## config.mk

```make
export PLATFORM = sky130hd
export DESIGN_NAME = panel_seq
export DESIGN_NICKNAME = d
export VERILOG_FILES = /design/src/rtl/panel_seq.sv
export SDC_FILE = /design/constraint.sdc
export NUM_CORES = 1
export LEC_CHECK = 0
export ABC_AREA = 1
export CORE_MARGIN = 2
export CORE_UTILIZATION = 30
export CTS_CLUSTER_DIAMETER = 120
export DETAILED_ROUTE_END_ITERATION = 10
export GPL_ROUTABILITY_DRIVEN = 0
export PLACE_DENSITY = 0.66
export SLEW_MARGIN = 25
export SYNTH_ARGS = -nofsm -noshare
export SYNTH_HDL_FRONTEND = slang
export SYNTH_SLANG_ARGS = --single-unit
```

## constraint.sdc

```tcl
create_clock -name clk_i -period 4.71 [get_ports clk_i]
set_clock_uncertainty 0.15 [all_clocks]
set_input_delay 1.413 -clock clk_i [delete_from_list [all_inputs] [get_ports clk_i]]
set_output_delay 1.413 -clock clk_i [all_outputs]
set_load 0.01 [all_outputs]
```

## src/rtl/panel_seq.sv

```systemverilog
// panel_seq: front-panel sequencer; arbitrates panel buttons against core execution and owns the panel memory port.
// Latency: a press acts on the next edge; load display +2 cycles, look display +3 cycles, plus one per mem_rdy_i stall.
// Backpressure: mem_val_o is held with stable addr/data until mem_rdy_i; presses are ignored while a request is in flight.
module panel_seq #(
  parameter int ADDR_W = 8,
  parameter int DATA_W = 16,
  parameter int NBRK   = 4,
  parameter int STEP_W = 8
) (
  input  logic                   clk_i,
  input  logic                   rst_i,
  input  logic                   btn_load_i,
  input  logic                   btn_look_i,
  input  logic                   btn_step_i,
  input  logic                   btn_run_i,
  input  logic                   btn_enter_i,
  input  logic                   btn_stop_i,
  output logic                   btn_load_o,
  output logic                   btn_look_o,
  output logic                   btn_step_o,
  output logic                   btn_run_o,
  output logic                   btn_enter_o,
  output logic                   btn_stop_o,
  output logic                   led_ready_o,
  output logic                   led_inwait_o,
  output logic                   led_halt_o,
  output logic                   led_brk_o,
  input  logic [ADDR_W-1:0]      sw_addr_i,
  input  logic [DATA_W-1:0]      sw_data_i,
  input  logic [STEP_W-1:0]      sw_step_i,
  input  logic                   auto_inc_i,
  input  logic [NBRK-1:0]        brk_en_i,
  input  logic [NBRK*ADDR_W-1:0] brk_addr_i,
  output logic                   core_run_o,
  input  logic                   core_retire_i,
  input  logic [ADDR_W-1:0]      core_pc_i,
  input  logic                   core_halt_i,
  input  logic                   core_inwait_i,
  input  logic                   core_idle_i,
  output logic                   pc_wen_o,
  output logic [ADDR_W-1:0]      pc_o,
  output logic                   mem_val_o,
  output logic                   mem_wen_o,
  output logic [ADDR_W-1:0]      mem_addr_o,
  output logic [DATA_W-1:0]      mem_wdata_o,
  input  logic                   mem_rdy_i,
  input  logic [DATA_W-1:0]      mem_rdata_i,
  output logic [ADDR_W-1:0]      disp_addr_o,
  output logic [DATA_W-1:0]      disp_data_o
);

  typedef enum logic [2:0] {
    S_READY, S_RUN, S_STEP, S_DRAIN, S_FETCH, S_INWAIT, S_HALT
  } state_t;

  state_t              state_q, state_d, tgt_q, tgt_d;
  logic [STEP_W-1:0]   stepcnt_q;
  logic [ADDR_W-1:0]   cur_addr_q, acc_target;
  logic                auto_q, cap_q;
  logic                busy, accept, acc_done, run_start;
  logic                start_acc, acc_load, stop_hit, brk_stop, brk_hit;

  assign busy       = mem_val_o | cap_q;
  assign accept     = mem_val_o & mem_rdy_i;
  // a load finishes on acceptance, a look once its read data has been captured
  assign acc_done   = (accept & mem_wen_o) | (cap_q & (state_q != S_FETCH));
  assign acc_target = (auto_inc_i && auto_q) ? cur_addr_q + ADDR_W'(1) : sw_addr_i;
  assign pc_wen_o   = accept & (state_q != S_FETCH);
  assign pc_o       = mem_addr_o;
  assign run_start  = (state_q == S_READY) && ((state_d == S_RUN) || (state_d == S_STEP));

  // any enabled comparator matching the next PC
  always_comb begin
    brk_hit = 1'b0;
    for (int k = 0; k < NBRK; k++)
      if (brk_en_i[k] && (brk_addr_i[k*ADDR_W +: ADDR_W] == core_pc_i)) brk_hit = 1'b1;
  end

  // state register and latched post-fetch target
  always_ff @(posedge clk_i or posedge rst_i) begin
    if (rst_i) begin
      state_q <= S_READY;
      tgt_q   <= S_READY;
    end else begin
      state_q <= state_d;
      tgt_q   <= tgt_d;
    end
  end

  // next state, lamps, button enables and core run gating
  always_comb begin
    state_d      = state_q;
    tgt_d        = tgt_q;
    core_run_o   = 1'b0;
    btn_load_o   = 1'b0;
    btn_look_o   = 1'b0;
    btn_step_o   = 1'b0;
    btn_run_o    = 1'b0;
    btn_enter_o  = 1'b0;
    btn_stop_o   = 1'b0;
    led_ready_o  = 1'b0;
    led_inwait_o = 1'b0;
    led_halt_o   = 1'b0;
    start_acc    = 1'b0;
    acc_load     = 1'b0;
    stop_hit     = 1'b0;
    brk_stop     = 1'b0;
    case (state_q)
      S_READY: begin
        {btn_load_o, btn_look_o, btn_step_o, btn_run_o, btn_enter_o} = 5'b11111;
        led_ready_o = 1'b1;
        if (!busy) begin
          if (btn_run_i)       state_d = S_RUN;
          else if (btn_step_i) state_d = S_STEP;
          else if (btn_load_i) begin start_acc = 1'b1; acc_load = 1'b1; end
          else if (btn_look_i) start_acc = 1'b1;
        end
      end
      S_RUN, S_STEP: begin
        btn_stop_o = (state_q == S_RUN);
        core_run_o = (state_q == S_RUN) || (stepcnt_q != '0);
        // stop conditions in priority order; only inwait and the stop button act without a retire
        if (core_retire_i && core_halt_i) begin
          stop_hit = 1'b1; tgt_d = S_HALT;
        end else if (core_inwait_i) begin
          stop_hit = 1'b1; tgt_d = S_INWAIT;
        end else if (core_retire_i && brk_hit) begin
          stop_hit = 1'b1; brk_stop = 1'b1; tgt_d = S_READY;
        end else if ((state_q == S_STEP) && core_retire_i && (stepcnt_q <= STEP_W'(1))) begin
          stop_hit = 1'b1; tgt_d = S_READY;
        end else if ((state_q == S_RUN) && btn_stop_i) begin
          stop_hit = 1'b1; tgt_d = S_READY;
        end
        if (stop_hit) begin
          core_run_o = 1'b0;
          state_d    = S_DRAIN;
        end
      end
      S_DRAIN: if (core_idle_i) state_d = S_FETCH;
      S_FETCH: if (cap_q) state_d = tgt_q;
      S_INWAIT: begin
        {btn_load_o, btn_look_o, btn_enter_o} = 3'b111;
        led_inwait_o = 1'b1;
        if (!busy) begin
          if (btn_enter_i)     state_d = S_READY;
          else if (btn_load_i) begin start_acc = 1'b1; acc_load = 1'b1; end
          else if (btn_look_i) start_acc = 1'b1;
        end
      end
      S_HALT: begin
        {btn_load_o, btn_look_o} = 2'b11;
        led_halt_o = 1'b1;
        if (!busy) begin
          if (btn_load_i)      begin start_acc = 1'b1; acc_load = 1'b1; end
          else if (btn_look_i) start_acc = 1'b1;
        end
        if (acc_done) state_d = S_READY;
      end
      default: state_d = S_READY;
    endcase
  end

  // memory port, display registers, auto-increment and step/breakpoint bookkeeping
  always_ff @(posedge clk_i or posedge rst_i) begin
    if (rst_i) begin
      mem_val_o   <= 1'b0;
      mem_wen_o   <= 1'b0;
      mem_addr_o  <= '0;
      mem_wdata_o <= '0;
      cap_q       <= 1'b0;
      cur_addr_q  <= '0;
      auto_q      <= 1'b0;
      stepcnt_q   <= '0;
      led_brk_o   <= 1'b0;
      disp_addr_o <= '0;
      disp_data_o <= '0;
    end else begin
      cap_q <= accept & ~mem_wen_o;
      if (start_acc) begin
        mem_val_o   <= 1'b1;
        mem_wen_o   <= acc_load;
        mem_addr_o  <= acc_target;
        mem_wdata_o <= sw_data_i;
      end else if ((state_q == S_DRAIN) && (state_d == S_FETCH)) begin
        mem_val_o  <= 1'b1;
        mem_wen_o  <= 1'b0;
        mem_addr_o <= core_pc_i;
      end else if (accept) begin
        mem_val_o <= 1'b0;
      end
      if (accept) begin
        disp_addr_o <= mem_addr_o;
        if (mem_wen_o) disp_data_o <= mem_wdata_o;
        if (state_q != S_FETCH) begin
          cur_addr_q <= mem_addr_o;
          auto_q     <= 1'b1;
        end
      end
      if (cap_q) disp_data_o <= mem_rdata_i;
      if (run_start) begin
        auto_q    <= 1'b0;
        led_brk_o <= 1'b0;
        if (state_d == S_STEP) stepcnt_q <= (sw_step_i == '0) ? STEP_W'(1) : sw_step_i;
      end else if ((state_q == S_STEP) && core_retire_i && (stepcnt_q != '0)) begin
        stepcnt_q <= stepcnt_q - STEP_W'(1);
      end
      if (brk_stop) led_brk_o <= 1'b1;
    end
  end

endmodule

```

==> impl_metrics.tcl <==
set metrics [dict create \
    path_max_fanout 6 \
    synth_area_leader_cell "dfrtp_1" \
    core_mm2 0.0144 \
    syn_nets 694 \
    grt_first_pass_wirelength_um 21800 \
    arrival_ns 2.98 \
    min_period_ns 4.54 \
    path_delay_family "simple AND/OR/NAND/NOR gates" \
    grt_antenna_before_repair 0 \
    grt_max_degree 39 \
    syn-mean-instance-area_um2 7.47 \
    relSlewSlack 0.436 \
    cts_tree "done" \
    dieArea_mm2 0.0155 \
    holdCritPathClass "reg -> reg" \
    crit_chain "clkdlybuf4s50_1 > inv_2 > nand2_1 > nand2_1 > nor2_1 > nand3_1 > nor2_1 > nor2_1 > nand2_2 > nand2_1 > nand2_2 > nor2_2 > clkbuf_2" \
    ys.flop_type "dfrtp_1" \
    drt_iter0_drc 331 \
    timing.final.crit_share 0.965 \
    critPathBufInv 3 \
    diodes 0 \
    cts_buffers 9 \
    rsz0062_at_grt "no" \
    die_w_um 125 \
    nNetsFinal 874 \
    grt_pass1_vias 4270 \
    ys_seq_area_frac 0.430 \
    grt.total_usage 0.174 \
    outcome "finished, final reports clean" \
    finalSetupViolations 0 \
    grt.overflow.total 0 \
    power_frac_clock 0.174 \
    p_total_mw 3.64 \
    clock_latency_ns 0.33 \
    p_int_mw 2.19 \
    synthTopCellsByArea "dfrtp_1 (43%), nand2_1 (15%), inv_1 (5.8%)" \
    syn_area_mm2 0.00436 \
    maxCapViolCount 0 \
    peakVddDrop_uv 197 \
    cp-end-kind "output pin" \
    maxSlewViolCount 0 \
    yosysTopAreaCellShare 0.430 \
    rows 44 \
    start_util 0.304 \
    drive_gt1_frac 0.0936 \
    synth_edf_count 0 \
    critPathLaunchType "primary input" \
    wire_per_inst_um 14.0 \
    root_buffer "clkbuf_16" \
    netlist_instances 584 \
    via_per_inst 4.59 \
    hold_violations 0 \
    clock_path_buffers 2 \
    p_sw_mw 1.45 \
    max_stage_delay_ns 0.55 \
    cts_setup_buffers 0 \
    pwr-share-comb 0.496 \
    drc 0 \
    async_flop_share 1.00 \
    clkTransAtPathRegs_ns 0.06 \
    tightest_slew_ns 0.844 \
    vias 4373 \
    holdBufCountCts 0 \
    required_ns 3.15 \
    routed_wl_um 13300 \
    seqPwrFrac 0.330 \
    critPathKind "in -> out" \
    dp_hpwl_um 10300 \
    cts_htree_levels 3 \
    syn_to_final_growth_pct 50.7 \
    die_h_um 125 \
    leakage_nw 3.04 \
    ys_ff_latch 75 \
    ys_types 44 \
    crit_slowest_cell "clkdlybuf4s50_1" \
    finalSetupTns_ns 0 \
    clkSinkCount 75 \
    ios 176 \
    power_density_mw_per_mm2 553 \
    numPortBuffers 175 \
    fmax_mhz 220 \
    antenna_left 0 \
    first_pass_iters 4 \
    ys_warn_count 0 \
    p_sw_frac 0.397 \
]
[per-layer routing]
layer  GRT usage  up-vias  routed length (µm)
met5           0        -                   0
met4      0.0615        0                 274
met3      0.0425       19                 887
met2       0.282      150                6250
met1       0.227     1993                5940
li1            -     2211                   -
[cells by family (layout without fill, tap and decap cells)]
logic type / count (synthesis) / after routing / share of synthesized area
AO/OA/AOI/OAI: 100 / 100 / 0.134
XOR/XNOR: 16 / 16 / 0.0321
adder cells (fa/ha/maj): 4 / 4 / 0.0115
buffers and inverters: 99 / 284 / 0.108
flip-flops: 75 / 75 / 0.430
AND/OR/NAND/NOR: 290 / 290 / 0.285
[power by group through the flow]
stage	Clock, mW	Combinational (mW)	Sequential, mW
floorplan	0	0.939	1.25
global placement	0	1.80	1.20
detailed placement	0	1.82	1.21
CTS	0.646	1.82	1.20
global route	0.680	1.99	1.25
finish	0.632	1.80	1.20
[through the flow]
stage | cells | cell area (µm²) | hold WS, ns | util | setup WS (ns)
3_3_place_gp | 937 | 6310 | 0.284 | 0.439 | -0.246
4_1_cts | 953 | 6580 | 0.302 | 0.458 | 0.00339
3_5_place_dp | 937 | 6310 | 0.289 | 0.439 | -0.248
2_1_floorplan | 584 | 4360 | 0.287 | - | 0.807
6_report | 953 | 6580 | 0.296 | 0.458 | 0.167
5_1_grt | 953 | 6580 | 0.314 | 0.458 | 0.0309
[sequential cells by signal, indices dropped and copies added, names as in the netlist, 3 cells and up]
| register | flops |
|---|---|
| mem_addr_o | 8 |
| state_q | 3 |
| stepcnt_q | 8 |
| disp_addr_o | 8 |
| mem_wdata_o | 16 |
| tgt_q | 3 |
| cur_addr_q | 8 |
| disp_data_o | 16 |
[Yosys cell counts (2+ instances only)]
master    count
nand2_1     173
dfrtp_1      75
inv_1        68
nor2_1       57
o21ai_0      49
nand3_1      25
buf_4        13
a21oi_1      12
o22ai_1       9
xnor2_1       9
nand2_2       8
a31oi_1       7
o21ai_1       7
xor2_1        7
nor3_1        6
inv_2         5
o211ai_1      5
buf_6         4
ha_1          4
nand4_1       4
nor3_2        4
clkbuf_1      3
nor2_2        3
a21boi_0      2
buf_2         2
nand2_4       2
nand3_2       2
o21a_1        2
or2_2         2
[cell type report]
class / instances / area [µm²]
inverter: 75 / 287
clock buffer: 10 / 229
fill: 1400 / 7790
clock inverter: 6 / 41.3
multi-input combinational: 410 / 2020
tap: 184 / 230
sequential: 75 / 1880
timing repair buffer: 193 / 1890
[layout by cell type (no fill, tap or decap), types with 2 or more instances in the layout]
cell type	instances
clkinvlp_4	3
o211ai_1	5
nor2_2	4
a31oi_1	7
or2_2	2
inv_1	64
nand2_1	172
nand4_1	4
o21ai_1	8
o21a_1	2
xnor2_1	9
nor3_2	4
clkbuf_16	9
nand3_2	2
o21ai_0	48
clkinv_2	2
nor3_1	6
dlygate4sd2_1	2
nand2_2	9
nand2_4	2
ha_1	4
clkdlybuf4s50_1	172
xor2_1	7
buf_4	17
inv_2	9
nand3_1	25
a21oi_1	12
dfrtp_1	75
nor2_1	56
o22ai_1	9
[path summary, 6_finish.rpt]
path | startpoint | endpoint | slack (ns) | cells past startpoint
worst max-delay path | core_pc_i[2] | core_run_o | 0.17 | 13
worst min-delay path | mem_wen_o | cap_q | 0.30 | 1
worst max register to register | cap_q | mem_addr_o[1] | 2.20 | 8
worst min register to register | mem_wen_o | cap_q | 0.30 | 1
max in group asynchronous | rst_i | mem_addr_o[2] | 2.29 | 3
min in group asynchronous | rst_i | disp_data_o[4] | 1.41 | 2
[timing repair]
action	in CTS	in global routing
pin swaps	0	1
hold endpoints to repair	0	0
gates resized for setup	5	7
setup endpoints to repair	1	1
(Power assumes the default switching activity.)
